$ cat src/rtl/dawn_pkg.sv
// rtl/dawn_pkg.sv - shared status codes, register sentinel and scheduler state encoding
package dawn_pkg;

  typedef enum logic [2:0] {
    STAT_AOK = 3'd1,
    STAT_HLT = 3'd2,
    STAT_ADR = 3'd3,
    STAT_INS = 3'd4
  } stat_t;

  typedef enum logic [1:0] {
    S_IDLE   = 2'd0,
    S_WR_M   = 2'd1,
    S_HALTED = 2'd2
  } sched_state_t;

  localparam logic [3:0] RNONE = 4'hF;

endpackage

$ cat src/rtl/regfile_wr_sched_if.sv
// rtl/regfile_wr_sched_if.sv - writeback-stage to write-scheduler handshake bundle
interface regfile_wr_sched_if;

  logic        wb_valid_i;
  logic        wb_ready_o;
  logic [3:0]  icode_i;
  logic [3:0]  dstE_i;
  logic [3:0]  dstM_i;
  logic [63:0] valE_i;
  logic [63:0] valM_i;
  logic        instr_valid_i;
  logic        hlt_i;
  logic        instr_error_i;
  logic        imem_error_i;

  modport master (
    output wb_valid_i, icode_i, dstE_i, dstM_i, valE_i, valM_i,
    output instr_valid_i, hlt_i, instr_error_i, imem_error_i,
    input  wb_ready_o
  );

  modport slave (
    input  wb_valid_i, icode_i, dstE_i, dstM_i, valE_i, valM_i,
    input  instr_valid_i, hlt_i, instr_error_i, imem_error_i,
    output wb_ready_o
  );

endinterface

$ cat src/rtl/stat_encode.sv
// rtl/stat_encode.sv - combinational status classification of a writeback instruction
module stat_encode
  import dawn_pkg::*;
(
  input  logic  imem_error,
  input  logic  instr_error,
  input  logic  instr_valid,
  input  logic  hlt,
  output stat_t stat
);

  // Fetch-side address faults outrank decode faults, which outrank halt.
  always_comb begin
    stat = STAT_AOK;
    if (imem_error)
      stat = STAT_ADR;
    else if (instr_error || !instr_valid)
      stat = STAT_INS;
    else if (hlt)
      stat = STAT_HLT;
  end

endmodule

$ cat src/rtl/regfile_wr_sched.sv
// rtl/regfile_wr_sched.sv - serialises Y86-64 dual writebacks onto one register-file write port
module regfile_wr_sched
  import dawn_pkg::*;
#(
  parameter int CNT_W = 32
) (
  input  logic                 clk_i,
  input  logic                 rst_n_i,
  regfile_wr_sched_if.slave    wb,
  output logic                 rf_we_o,
  output logic [3:0]           rf_dst_o,
  output logic [63:0]          rf_data_o,
  output logic [2:0]           stat_o,
  output logic                 halted_o,
  output logic [CNT_W-1:0]     retired_o
);

  sched_state_t     state;
  stat_t            stat_q;
  stat_t            xfer_stat;
  logic [3:0]       pend_dst;
  logic [63:0]      pend_data;
  logic             e_used;
  logic             m_used;
  logic             xfer;

  stat_encode u_stat_encode (
    .imem_error  (wb.imem_error_i),
    .instr_error (wb.instr_error_i),
    .instr_valid (wb.instr_valid_i),
    .hlt         (wb.hlt_i),
    .stat        (xfer_stat)
  );

  assign wb.wb_ready_o = (state == S_IDLE);
  assign xfer          = wb.wb_valid_i && wb.wb_ready_o;
  assign e_used        = (wb.dstE_i != RNONE);
  assign m_used        = (wb.dstM_i != RNONE);
  assign stat_o        = stat_q;
  assign halted_o      = (stat_q != STAT_AOK);

  always_ff @(posedge clk_i or negedge rst_n_i) begin
    if (!rst_n_i) begin
      state     <= S_IDLE;
      rf_we_o   <= 1'b0;
      rf_dst_o  <= RNONE;
      rf_data_o <= 64'd0;
      stat_q    <= STAT_AOK;
      retired_o <= '0;
      pend_dst  <= RNONE;
      pend_data <= 64'd0;
    end else begin
      rf_we_o <= 1'b0;
      case (state)
        S_IDLE: begin
          if (xfer) begin
            if (xfer_stat != STAT_AOK) begin
              stat_q <= xfer_stat;
              state  <= S_HALTED;
            end else begin
              retired_o <= retired_o + CNT_W'(1);
              // Same destination on both ports: the memory value is architecturally last.
              if (m_used && (!e_used || wb.dstE_i == wb.dstM_i)) begin
                rf_we_o   <= 1'b1;
                rf_dst_o  <= wb.dstM_i;
                rf_data_o <= wb.valM_i;
              end else if (e_used) begin
                rf_we_o   <= 1'b1;
                rf_dst_o  <= wb.dstE_i;
                rf_data_o <= wb.valE_i;
                if (m_used) begin
                  pend_dst  <= wb.dstM_i;
                  pend_data <= wb.valM_i;
                  state     <= S_WR_M;
                end
              end
            end
          end
        end
        S_WR_M: begin
          rf_we_o   <= 1'b1;
          rf_dst_o  <= pend_dst;
          rf_data_o <= pend_data;
          state     <= S_IDLE;
        end
        S_HALTED: state <= S_HALTED;
        default:  state <= S_IDLE;
      endcase
    end
  end

endmodule

$ cat src/flat_wrapper.sv
// flat-port wrapper written by rule: the top's interface ports become plain ports
module regfile_wr_sched_flat import dawn_pkg::*;
#(
  parameter int CNT_W = 32
)
  (clk_i, rst_n_i, rf_we_o, rf_dst_o, rf_data_o, stat_o, halted_o, retired_o, wb_wb_valid_i, wb_icode_i, wb_dstE_i, wb_dstM_i, wb_valE_i, wb_valM_i, wb_instr_valid_i, wb_hlt_i, wb_instr_error_i, wb_imem_error_i, wb_wb_ready_o);
  regfile_wr_sched_if wb_i ();
  input  logic clk_i;
  input  logic rst_n_i;
  output logic rf_we_o;
  output logic [3:0] rf_dst_o;
  output logic [63:0] rf_data_o;
  output logic [2:0] stat_o;
  output logic halted_o;
  output logic [CNT_W-1:0] retired_o;
  input wire logic [$bits(wb_i.wb_valid_i)-1:0] wb_wb_valid_i;
  input wire logic [$bits(wb_i.icode_i)-1:0] wb_icode_i;
  input wire logic [$bits(wb_i.dstE_i)-1:0] wb_dstE_i;
  input wire logic [$bits(wb_i.dstM_i)-1:0] wb_dstM_i;
  input wire logic [$bits(wb_i.valE_i)-1:0] wb_valE_i;
  input wire logic [$bits(wb_i.valM_i)-1:0] wb_valM_i;
  input wire logic [$bits(wb_i.instr_valid_i)-1:0] wb_instr_valid_i;
  input wire logic [$bits(wb_i.hlt_i)-1:0] wb_hlt_i;
  input wire logic [$bits(wb_i.instr_error_i)-1:0] wb_instr_error_i;
  input wire logic [$bits(wb_i.imem_error_i)-1:0] wb_imem_error_i;
  output wire logic [$bits(wb_i.wb_ready_o)-1:0] wb_wb_ready_o;
  assign wb_i.wb_valid_i = wb_wb_valid_i;
  assign wb_i.icode_i = wb_icode_i;
  assign wb_i.dstE_i = wb_dstE_i;
  assign wb_i.dstM_i = wb_dstM_i;
  assign wb_i.valE_i = wb_valE_i;
  assign wb_i.valM_i = wb_valM_i;
  assign wb_i.instr_valid_i = wb_instr_valid_i;
  assign wb_i.hlt_i = wb_hlt_i;
  assign wb_i.instr_error_i = wb_instr_error_i;
  assign wb_i.imem_error_i = wb_imem_error_i;
  assign wb_wb_ready_o = wb_i.wb_ready_o;
  regfile_wr_sched #(.CNT_W(CNT_W)) u_core (.clk_i(clk_i), .rst_n_i(rst_n_i), .wb(wb_i), .rf_we_o(rf_we_o), .rf_dst_o(rf_dst_o), .rf_data_o(rf_data_o), .stat_o(stat_o), .halted_o(halted_o), .retired_o(retired_o));
endmodule
$ cat config.mk
export PLATFORM = sky130hd
export DESIGN_NAME = regfile_wr_sched_flat
export DESIGN_NICKNAME = d
export VERILOG_FILES = /design/src/rtl/dawn_pkg.sv /design/src/rtl/regfile_wr_sched_if.sv /design/src/rtl/stat_encode.sv /design/src/rtl/regfile_wr_sched.sv /design/src/flat_wrapper.sv
export SDC_FILE = /design/constraint.sdc
export NUM_CORES = 1
export LEC_CHECK = 0
export ABC_AREA = 1
export BUFFER_PORTS_ARGS = -buffer_cell sky130_fd_sc_hd__buf_2
export CAP_MARGIN = 20
export CORE_MARGIN = 2
export CORE_UTILIZATION = 53
export DETAILED_ROUTE_END_ITERATION = 7
export PLACE_DENSITY = 0.81
export SLEW_MARGIN = 0
export SYNTH_ARGS = -nofsm -noshare
export SYNTH_HDL_FRONTEND = slang
export SYNTH_HIERARCHICAL = 1
export SYNTH_SLANG_ARGS = --single-unit
$ cat constraint.sdc
create_clock -name clk_i -period 2.19 [get_ports clk_i]
set_clock_uncertainty 0.2 [all_clocks]
set_input_delay 0.3285 -clock clk_i [delete_from_list [all_inputs] [get_ports clk_i]]
set_output_delay 0.3285 -clock clk_i [all_outputs]
set_load 0.01 [all_outputs]
==> impl_metrics.yaml <==
floorplanning:
  dieArea_um2: 18000
  die_h_um: 134
  coreArea_um2: 16600
  num_rows: 47
  pin_count: 253
  start_util_pct: 54.2
  die_x_um: 134
power:
  seqPwrFrac_pct: 45.2
  p_leak_nw: 6.54
  intPower_w: 0.00612
  irDropWorstVdd_mv: 0.573
  p_clk_share_pct: 35.9
  power_frac_comb_pct: 18.9
  powerDensity_nw_per_um2: 705
  p_sw_share_pct: 29.5
  switching_power_w: 0.00255
clocking:
  cts_max_level: 4
  cts_tree: "built"
  clock_path_buffers: 2
  clock_latency_ns: 0.43
  clkTransAtPathRegs_ns: 0.07
  cts_inserted_buffers: 17
  cts_root_buf: "clkbuf_16"
  cts.sinks: 174
cells_and_area:
  drive_gt1_share_pct: 21.8
  syn_to_final_growth_pct: 36.9
  post-route-util_pct: 74.2
  nNetsFinal: 1725
  fin_area_um2: 12300
global_route:
  antenna_found_initial: 0
  track_usage_pct: 30.4
  grt_pass1_vias: 9279
  grt_pass1_wl_um: 44200
  grt_max_degree: 86
  grt-ovfl-total: 0
route:
  avgRoutedWirePerCell_um: 15.5
  num_vias: 9673
  wl_um: 28000
  via_per_inst: 5.34
  postRouteAntennaNets: 0
  drc: 0
  drt_iter0_drc: 813
  drtPass1Iterations: 5
yosys:
  netlist_area_um2: 8980
  synthSimpleGateAreaFrac_pct: 35.2
  ys_types: 31
  synthMuxAreaShare_pct: 0.237
  post_synth_fa_ha_maj_area_fraction_pct: 0.139
  synth-main-ff-cell: "dfrtp_1"
  synth-compound-area-share_pct: 6.24
  ys_async_sr_fraction_pct: 100
  ys_seq_area_share_pct: 48.6
  avgSynthCellArea_um2: 7.26
  synth_top_area_cell: "dfrtp_1"
  synth-xor-area-share_pct: 2.05
  synth_cells: 1238
  syn_nets: 1386
  synth_top_area_share_pct: 46.0
  ys_ff_latch: 174
  synth_top_family_by_area: "simple AND/OR/NAND/NOR gates"
  synth_edf_count: 0
  synth.area.top_cells: "dfrtp_1, nand2_1, nand3_1, inv_1, nor2_1"
  synth_common_cells: "nand2_1, dfrtp_1, nand3_1"
  yosys_warnings: 6
  synth.most_common_cell: "nand2_1"
worst_setup_path:
  critPathKind: "in -> reg"
  crit_arrival_ns: 2.33
  r2r-end: "u_core/rf_data_o[31]"
  regToRegSetupSlack_ns: 0.14
  r2r-start: "u_core/state[1]"
  crit_fanout: 42
  rr_worst_depth: 11
  end_kind: "flip-flop"
  start_kind: "input pin"
  crit_required_ns: 2.36
sta:
  hold_viol: 0
  hold_slack_ns: 0.00959
  slew_violations: 0
  worst_slack_ns: 0.0240
  slew_headroom_pct: 61.7
  post-route-period-util_pct: 98.9
  tns_ns: 0
  fmax_mhz: 462
  setup_violations: 0
  period_needed_ns: 2.17
  tightest_slew_ns: 0.570
placement:
  dp_slack_ns: 0.0341
  gp_congestion: 0.844
  dp_hpwl_um: 16500
  placed_area_um2: 10600
  port_buffers: 248
status:
  status: "complete, no violations"
worst_hold_path:
  worstHoldStart: "wb_imem_error_i"
  whs_endpoint: "u_core/stat_o[2]"
  min_path_cells: 4
  min_path_type: "in -> reg"
run:
  cap_violations: 0
worst max-delay path by stage:
stage                          start                   end  cells past startpoint
CTS                 u_core/stat_o[0]              halted_o                      2
global placement    wb_instr_error_i  u_core/rf_data_o[58]                     15
floorplan           wb_instr_error_i  u_core/pend_data[53]                     12
global route            wb_dstM_i[1]  u_core/rf_data_o[35]                     10
detailed placement  wb_instr_error_i  u_core/rf_data_o[54]                     15
finish                  wb_dstM_i[1]  u_core/rf_data_o[35]                     10
critical path, stage by stage:
cell,delay (ns)
dlygate4sd3_1,0.54
buf_2,0.13
nand4_1,0.24
clkbuf_16,0.31
nand2_2,0.14
buf_12,0.24
nand2_1,0.13
nand3_1,0.11
nand2_1,0.08
nand2_1,0.06
cells in the final DEF, fill, tap and decap left out, types with 2 or more instances in the layout:
cell,synthesis,layout
xor2_1,15,15
buf_2,25,247
xnor2_1,6,6
dfrtp_1,165,165
inv_6,0,6
nor2_2,2,2
nand2_2,3,4
clkinvlp_4,0,2
o21ai_0,63,62
nand2_1,503,502
a21oi_1,49,49
dfstp_2,9,9
nand3_1,146,146
nand4_1,7,7
diode_2,0,2
inv_2,4,3
clkbuf_16,0,19
nor3_1,9,9
nor2_4,1,2
buf_4,0,21
dlygate4sd3_1,0,98
buf_12,0,13
buf_6,6,5
nor2_1,89,88
clkinv_4,0,3
bufinv_16,0,2
inv_1,90,90
sequential cells by signal, indices dropped and copies added (netlist names):
register          cells
u_core/state          2
u_core/rf_data_o     64
u_core/stat_o         3
u_core/rf_we_o        1
u_core/pend_dst       4
u_core/retired_o     32
u_core/rf_dst_o       4
u_core/pend_data     64
power by group through the flow:
stage	Combinational [W]	Sequential, W	Clock [W]
after floorplan	0.000617	0.00407	0
after global placement	0.00142	0.00395	0
after detailed placement	0.00146	0.00396	0
after CTS	0.00160	0.00391	0.00315
after global routing	0.00182	0.00396	0.00327
final	0.00164	0.00392	0.00312
cells by family (layout without fill, tap and decap cells):
| logic type | after synthesis | in the layout |
|---|---|---|
| flops | 174 | 174 |
| buf+inv | 161 | 513 |
| compound gates | 112 | 112 |
| mux | 2 | 2 |
| xor+xnor | 21 | 21 |
| simple gates | 767 | 767 |
| other cells | 0 | 2 |
| fa+ha+maj | 1 | 1 |
routing by layer:
layer,GRT usage (%),wire [um],vias to the layer above
met4,11.7,680,0
met2,51.6,13700,525
met1,38.8,11300,4514
li1,-,-,4560
met3,5.52,2290,74
met5,0,0,-
area by class of cell:
class	instances	area, um^2
multi-input combinational	903	3950
timing repair buffer	386	2740
clock inverter	14	173
sequential	174	4370
fill	1246	4280
antenna	2	5.00
tap	220	275
inverter	95	364
clock buffer	18	429
timing repair:
action	in CTS	in global routing
buffers inserted	0	2
endpoints found under the hold margin	139	0
gates resized for setup	0	7
hold buffers	98	0
setup endpoints to repair	0	50
through the flow:
stage,cells,power (W)
2_1_floorplan,1238,0.00468
3_3_place_gp,1676,0.00537
3_5_place_dp,1676,0.00542
4_1_cts,1806,0.00866
5_1_grt,1810,0.00905
6_report,1812,0.00867
Power figures use the tool's default switching activity.
